--- src/rtl/encoder8_3_pipe.sv ---
// Two-stage one-hot to binary encoder with a shared stall, an error flag for
// non-one-hot inputs and a saturating error counter.
module encoder8_3_pipe #(
    parameter int ERR_CNT_W = 8
) (
    input  logic                 i_clk,
    input  logic                 i_rst_n,
    input  logic [7:0]           i_data_in,
    input  logic                 i_data_in_en,
    output logic                 o_ready,
    input  logic                 i_out_ready,
    input  logic                 i_err_clr,
    output logic [2:0]           encoder_out,
    output logic                 encoder_valid,
    output logic                 encoder_err,
    output logic [ERR_CNT_W-1:0] err_count
);

    localparam int STAGES = 2;
    localparam logic [ERR_CNT_W-1:0] CNT_MAX = '1;

    logic [STAGES:1] vld_pipe;
    logic [7:0]      s1_data;
    logic            advance;
    logic [2:0]      enc_idx;
    logic            enc_err;
    logic            err_inc;

    // Both stages move together; a full output register only blocks when
    // the consumer is not taking it.
    assign advance       = !encoder_valid || i_out_ready;
    assign o_ready       = advance;
    assign encoder_valid = vld_pipe[STAGES];

    // Ascending scan so the last hit wins: the highest set bit has priority.
    always_comb begin
        enc_idx = 3'd0;
        for (int i = 0; i < 8; i++) begin
            if (s1_data[i]) enc_idx = 3'(i);
        end
        enc_err = (s1_data == 8'd0) || ((s1_data & (s1_data - 8'd1)) != 8'd0);
    end

    assign err_inc = advance && vld_pipe[1] && enc_err;

    always_ff @(posedge i_clk or negedge i_rst_n) begin
        if (!i_rst_n) begin
            vld_pipe    <= '0;
            s1_data     <= 8'd0;
            encoder_out <= 3'd0;
            encoder_err <= 1'b0;
        end else if (advance) begin
            vld_pipe    <= {vld_pipe[STAGES-1:1], i_data_in_en};
            s1_data     <= i_data_in;
            encoder_out <= enc_idx;
            encoder_err <= enc_err;
        end
    end

    // Clear dominates a same-cycle increment.
    always_ff @(posedge i_clk or negedge i_rst_n) begin
        if (!i_rst_n) begin
            err_count <= '0;
        end else if (i_err_clr) begin
            err_count <= '0;
        end else if (err_inc && (err_count != CNT_MAX)) begin
            err_count <= err_count + ERR_CNT_W'(1);
        end
    end

endmodule

--- config.mk ---
export PLATFORM = sky130hd
export DESIGN_NAME = encoder8_3_pipe
export DESIGN_NICKNAME = d
export VERILOG_FILES = /design/src/rtl/encoder8_3_pipe.sv
export SDC_FILE = /design/constraint.sdc
export NUM_CORES = 1
export LEC_CHECK = 0
export CAP_MARGIN = 20
export CORE_ASPECT_RATIO = 1.75
export CORE_MARGIN = 3
export CORE_UTILIZATION = 30
export DETAILED_ROUTE_END_ITERATION = 10
export SYNTH_ARGS = -nofsm -noshare
export SYNTH_HDL_FRONTEND = slang
export SYNTH_SLANG_ARGS = --single-unit
--- constraint.sdc ---
create_clock -name i_clk -period 5.2 [get_ports i_clk]
set_input_delay 0.78 -clock i_clk [delete_from_list [all_inputs] [get_ports i_clk]]
set_output_delay 0.78 -clock i_clk [all_outputs]
set_load 0.02 [all_outputs]
==> results of run 1 <==
-- placed cells by master, fill, tap and decap left out, types with 3 or more instances in the layout --
| cell type | count |
|---|---|
| nor2_1 | 11 |
| nand2b_1 | 4 |
| dfrtp_1 | 22 |
| o21ai_0 | 3 |
| mux2_4 | 4 |
| nand3_1 | 5 |
| clkbuf_8 | 3 |
| inv_1 | 3 |
| nor2b_1 | 4 |
| mux2_2 | 7 |
| and3_1 | 3 |
| a21oi_1 | 6 |
| nor4_1 | 3 |
| clkdlybuf4s50_1 | 26 |
-- registers in the layout, indices dropped and copies added, names as in the netlist --
name         count
vld_pipe         2
err_count        8
encoder_out      3
s1_data          8
encoder_err      1
-- worst min-delay path: stages (launching register included) --
cell and delay [ns]:
dfrtp_1 0.35, nor2_1 0.05, a21oi_1 0.10
-- power groups by stage --
stage | registers [µW] | logic [µW] | clock network (µW)
floorplan | 214 | 46.4 | 0
global placement | 208 | 89.0 | 0
detailed placement | 209 | 91.0 | 0
CTS | 206 | 92.2 | 165
global route | 208 | 102 | 173
finish | 205 | 93.1 | 160
-- cell usage after synthesis (2+ instances only) --
library cell  count
nor4_1            3
dfrtp_1          22
o21ai_0           3
o31a_1            2
nor2_1           11
o21ba_1           2
nand2_1           2
a22oi_1           2
a21oi_1           6
mux2_4            4
nor2b_1           4
mux2_2            7
and3_1            3
nor3b_2           2
nand3_1           5
inv_1             3
clkbuf_1          3
nand2b_1          4
-- metrics by stage --
| step | total power, µW | setup slack, ns | area, µm² | hold WS [ns] |
|---|---|---|---|---|
| 6_report | 458 | 2.21 | 1550 | 0.532 |
| 5_1_grt | 482 | 2.13 | 1550 | 0.565 |
| 4_1_cts | 463 | 2.19 | 1520 | 0.539 |
| 3_5_place_dp | 300 | 2.19 | 1450 | 0.518 |
| 3_3_place_gp | 297 | 2.20 | 1450 | 0.512 |
| 2_1_floorplan | 260 | 3.06 | 1150 | 0.484 |
-- layer usage --
metal	part of all wire, %	global-route usage, %	up-vias
met5	0	0	-
met4	3.4	7.67	0
met3	4.2	1.87	7
met2	56	21.4	22
met1	36	10.7	411
li1	-	-	426
-- final timing paths --
| check | start | endpoint | slack [ns] | cells past startpoint |
|---|---|---|---|---|
| min reg2reg | encoder_out[2] | encoder_out[2] | 0.53 | 2 |
| max in group asynchronous | i_rst_n | err_count[5] | 4.10 | 2 |
| min in group asynchronous | i_rst_n | encoder_out[1] | 0.73 | 1 |
| min | encoder_out[2] | encoder_out[2] | 0.53 | 2 |
| max | i_out_ready | o_ready | 2.21 | 4 |
| max reg2reg | s1_data[4] | err_count[7] | 2.91 | 5 |
-- cells by family after synthesis --
kind of cell | count (synthesis) | synth area share [%]
DFF | 22 | 48.0
xor gates and xnor gates | 1 | 0.764
buffers and inverters | 7 | 2.95
adders and majority gates | 1 | 1.09
AOI/OAI and AO/OA | 20 | 12.0
muxes | 12 | 13.0
and+or+nand+nor | 39 | 22.2
-- final cells by class --
type	instances	share of cell area, %
Inverter	3	0.728
Multi-Input combinational cell	73	36.3
Clock buffer	3	2.67
Sequential cell	22	35.6
Tap cell	46	3.72
Timing Repair Buffer	28	19.1
Clock inverter	1	1.94
==> flow_metrics.env, run 1 <==
export IMPL_power_switching_share_pct=26.3
export IMPL_min_period_ns=2.99
export IMPL_ant_nets=0
export IMPL_period_share_pct=57.6
export IMPL_cts_tree="built"
export IMPL_drc=0
export IMPL_synthFlopType="dfrtp_1"
export IMPL_register_area_um2=551
export IMPL_place_inst=171
export IMPL_cellPowerDensity_mw_per_mm2=296
export IMPL_crit_chain="clkdlybuf4s50_1 > nand2b_1 > buf_4 > clkdlybuf4s50_1"
export IMPL_hold_buffers=0
export IMPL_pin_count=27
export IMPL_multi_input_area_um2=562
export IMPL_leakage_uw=0.000633
export IMPL_postSynthCellCount=102
export IMPL_status="finished clean"
export IMPL_setup_tns_final_ns=0
export IMPL_gp_congestion=0.736
export IMPL_cellInternalPower_uw=338
export IMPL_post_synth_cell_area_avg_um2=11.2
export IMPL_drt_iter0_drc=8
export IMPL_path_common_cell="clkdlybuf4s50_1"
export IMPL_ys_ff_latch=22
export IMPL_routed_wl_mm=2.38
export IMPL_power_frac_seq_pct=44.9
export IMPL_drive_gt1_share_pct=18.5
export IMPL_dp_hpwl_mm=1.76
export IMPL_comb_power_share_pct=20.3
export IMPL_syn2layout_area_growth_pct=35.0
export IMPL_n_antenna_cell=0
export IMPL_viasPerCell=4.92
export IMPL_hold_viol=0
export IMPL_cts_buffers=3
export IMPL_clkPwrFrac_pct=34.8
export IMPL_worst_pin_slew_ns=0.898
export IMPL_overflow=0
export IMPL_irDropWorstVdd_v=0.000139
export IMPL_finClkSkew_ns=0.00112
export IMPL_finalSetupViolCount=0
export IMPL_die_h_um=87.8
export IMPL_first_pass_iters=3
export IMPL_dieArea_mm2=0.00463
export IMPL_fin_nets=145
export IMPL_io_buffer_count=26
export IMPL_synth_area_leader_cell="dfrtp_1"
export IMPL_ys_warn_count=0
export IMPL_crit_path_top_delay_cell="clkdlybuf4s50_1"
export IMPL_grt_pass1_vias=876
export IMPL_clockRootBuffer="clkbuf_8"
export IMPL_cts_sinks=22
export IMPL_grt_max_degree=23
export IMPL_rsz0062_at_grt="false"
export IMPL_crit_arrival_ns=2.21
export IMPL_clock_latency_ns=0.26
export IMPL_start_util_pct=31.3
export IMPL_core_mm2=0.00366
export IMPL_dieWidth_um=52.7
export IMPL_crit_path_start_kind="input port"
export IMPL_vias=866
export IMPL_hp_class="flip-flop to flip-flop"
export IMPL_crit_fanout=22
export IMPL_rows=29
export IMPL_wire_per_inst_um=13.5
export IMPL_path_clk_slew_ns=0.08
export IMPL_fin_cells=176
export IMPL_htree_levels=1
export IMPL_synthArstFlopShare_pct=100
export IMPL_worst_ep_required_time_ns=4.42
export IMPL_antenna_found_initial=0
export IMPL_grt_pass1_wl_mm=3.87
export IMPL_synth_edf_count=0
export IMPL_drv_slew=0
export IMPL_final_util_pct=42.2
export IMPL_ys_types=32
export IMPL_path_class="input port to output port"
export IMPL_slew_headroom_pct=40.0
export IMPL_yosysSeqAreaShare_pct=48.0
export IMPL_cp_num_buf_inv=3
export IMPL_end_kind="output port"
export IMPL_clockBufferDepth=2
export IMPL_clock_fmax_ghz=0.334
export IMPL_drv_cap=0
export IMPL_netlist_area_mm2=0.00115
export IMPL_grtUsageTotal_pct=11.4
export IMPL_fillers=365
export IMPL_slowest_delay_ns=0.65
export IMPL_p_sw_uw=121
export IMPL_synth_top_area_share_pct=48.0
export IMPL_synthesis_nets=116
export IMPL_cts_setup_buffers=0
export IMPL_cp_top_family="buffers and inverters"
export IMPL_cts_resized=0
export IMPL_ys_top_cells_by_area="dfrtp_1 (48%), mux2_2 (6.9%), mux2_4 (5.2%)"
No activity file was read; power rests on OpenSTA's default activity.
==> inputs of run 2 (changes only) <==
==> constraint.sdc (replaced) <==
create_clock -name i_clk -period 2.9 [get_ports i_clk]
set_input_delay 0.435 -clock i_clk [delete_from_list [all_inputs] [get_ports i_clk]]
set_output_delay 0.435 -clock i_clk [all_outputs]
set_load 0.02 [all_outputs]
==> run 2 against run 1 <==
Compared with the run above: clock skew about the same; worst setup slack got worse by 1.4 ns; clock-buffer cell count is 1 higher; clock power is 36% higher; sequential share of layout area is 0.67 points higher; wire length down 2.4%; core utilization fell by 0.79 points; largest power group unchanged; highest routed layer unchanged.
==> flow_metrics.env, run 2 (synthesis results as in run 1) <==
export IMPL_finalSetupViolCount=0
export IMPL_cellInternalPower_uw=540
export IMPL_final_cell_mix="clkdlybuf4s50_1 (26), dfrtp_1 (22), nor2_1 (11)"
export IMPL_cp_depth=3
export IMPL_cts_sinks=22
export IMPL_worst_ep_required_time_ns=2.47
export IMPL_dieArea_mm2=0.00463
export IMPL_rows=29
export IMPL_cts_buffers=3
export IMPL_register_area_um2=551
export IMPL_hold_buffers=0
export IMPL_routed_wl_mm=2.33
export IMPL_hold_viol=0
export IMPL_drive_gt1_share_pct=19.1
export IMPL_crit_path_top_delay_cell="clkdlybuf4s50_1"
export IMPL_first_pass_iters=4
export IMPL_cp_top_family="buffers and inverters"
export IMPL_wire_per_inst_um=13.1
export IMPL_rr_endpoint="err_count[7]"
export IMPL_core_mm2=0.00366
export IMPL_pin_count=27
export IMPL_fillers=362
export IMPL_cellPowerDensity_mw_per_mm2=492
export IMPL_p_sw_uw=208
export IMPL_hp_class="input port to asynchronous set/reset pin"
export IMPL_grt_max_degree=23
export IMPL_cts_setup_buffers=0
export IMPL_dp_hpwl_mm=1.76
export IMPL_reg2reg_slack_ns=1.02
export IMPL_crit_start="i_out_ready"
export IMPL_clkPwrFrac_pct=29.0
export IMPL_final_util_pct=41.4
export IMPL_endpoint="o_ready"
export IMPL_leakage_uw=0.000624
export IMPL_clockRootBuffer="clkbuf_8"
export IMPL_clockBufferDepth=2
export IMPL_cp_num_buf_inv=2
export IMPL_grtUsageTotal_pct=11.2
export IMPL_io_buffer_count=26
export IMPL_min_period_ns=2.05
export IMPL_grt_pass1_vias=875
export IMPL_path_class="input port to output port"
export IMPL_comb_power_share_pct=21.8
export IMPL_syn2layout_area_growth_pct=32.5
export IMPL_drc=0
export IMPL_drv_slew=0
export IMPL_die_h_um=87.8
export IMPL_finClkSkew_ns=0.00120
export IMPL_slowest_delay_ns=0.63
export IMPL_end_kind="output port"
export IMPL_clock_latency_ns=0.26
export IMPL_layout_commonest_cell="clkdlybuf4s50_1"
export IMPL_ant_nets=0
export IMPL_power_frac_seq_pct=49.3
export IMPL_viasPerCell=4.92
export IMPL_crit_path_start_kind="input port"
export IMPL_reg2reg_depth=6
export IMPL_slew_headroom_pct=70.8
export IMPL_status="finished clean"
export IMPL_cts_resized=0
export IMPL_reg_top3="err_count: 8 flops, s1_data: 8 flops, encoder_out: 3 flops"
export IMPL_fin_nets=146
export IMPL_start_util_pct=31.3
export IMPL_htree_levels=1
export IMPL_vias=871
export IMPL_cts_tree="built"
export IMPL_drt_iter0_drc=4
export IMPL_irDropWorstVdd_v=0.000243
export IMPL_clock_fmax_ghz=0.487
export IMPL_r2r_start="s1_data[6]"
export IMPL_setup_tns_final_ns=0
export IMPL_path_clk_slew_ns=0.08
export IMPL_overflow=0
export IMPL_worst_pin_slew_ns=0.434
export IMPL_power_switching_share_pct=27.8
export IMPL_gp_congestion=0.734
export IMPL_grt_pass1_wl_mm=3.84
export IMPL_antenna_found_initial=0
export IMPL_dieWidth_um=52.7
export IMPL_crit_chain="clkdlybuf4s50_1 > nand2b_1 > clkdlybuf4s50_1"
export IMPL_period_share_pct=70.8
export IMPL_multi_input_area_um2=562
export IMPL_crit_fanout=2
export IMPL_drv_cap=0
export IMPL_path_common_cell="clkdlybuf4s50_1"
export IMPL_n_antenna_cell=0
export IMPL_rsz0062_at_grt="false"
export IMPL_crit_arrival_ns=1.62
## run 2: cell types whose count changed in the layout (fill, tap and decap cells not counted)
cell       change
buf_16         -1
buf_4          +2
bufinv_16      -1
clkbuf_8       +1
## run 2: through the flow
stage                     setup slack, ns  instances  cell area (µm²)  total power, µW  hold slack (ns)
after floorplan                      1.10        102             1150              466            0.139
after global placement              0.802        173             1460              535            0.511
after detailed placement            0.778        173             1460              539            0.519
after CTS                           0.818        177             1520              755            0.536
after global routing                0.802        177             1520              790            0.546
final                               0.846        177             1520              748            0.520
## run 2: worst register-to-register path, stage by stage (launching register included)
cell and delay (ns):
dfrtp_1 0.42, nor4_1 0.45, nor2_1 0.10, a211oi_2 0.20, buf_4 0.22, nor3_2 0.08
mux2_4 0.30
## run 2: layout make-up
| class | instances | area share (%) |
|---|---|---|
| inverter | 3 | 0.741 |
| multi-input combinational | 73 | 37.0 |
| timing repair buffer | 29 | 18.6 |
| tap | 46 | 3.79 |
| sequential | 22 | 36.2 |
| clock buffer | 4 | 3.62 |
## run 2: metal layers
| metal | track usage [%] | vias up | wire length, µm |
|---|---|---|---|
| met5 | 0 | - | 0 |
| met4 | 5.35 | 0 | 30 |
| met3 | 1.53 | 2 | 75 |
| met2 | 20.5 | 21 | 1270 |
| met1 | 12.0 | 419 | 952 |
| li1 | - | 429 | - |
## run 2: worst min path at each step
stage               cells after the start             end  slack [ns]            from
finish                                  2  encoder_out[1]        0.52         i_rst_n
global route                            2  encoder_out[1]        0.55         i_rst_n
CTS                                     2  encoder_out[1]        0.54         i_rst_n
detailed placement                      2  encoder_out[2]        0.52  encoder_out[2]
global placement                        2  encoder_out[2]        0.51  encoder_out[2]
floorplan                               0     encoder_err        0.14         i_rst_n
## run 2: power groups by stage
stage | clock, µW | combinational (µW) | sequential, µW
2_1_floorplan | 0 | 83.1 | 383
3_3_place_gp | 0 | 163 | 373
3_5_place_dp | 0 | 165 | 374
4_1_cts | 221 | 166 | 369
5_1_grt | 237 | 179 | 374
6_report | 217 | 163 | 369
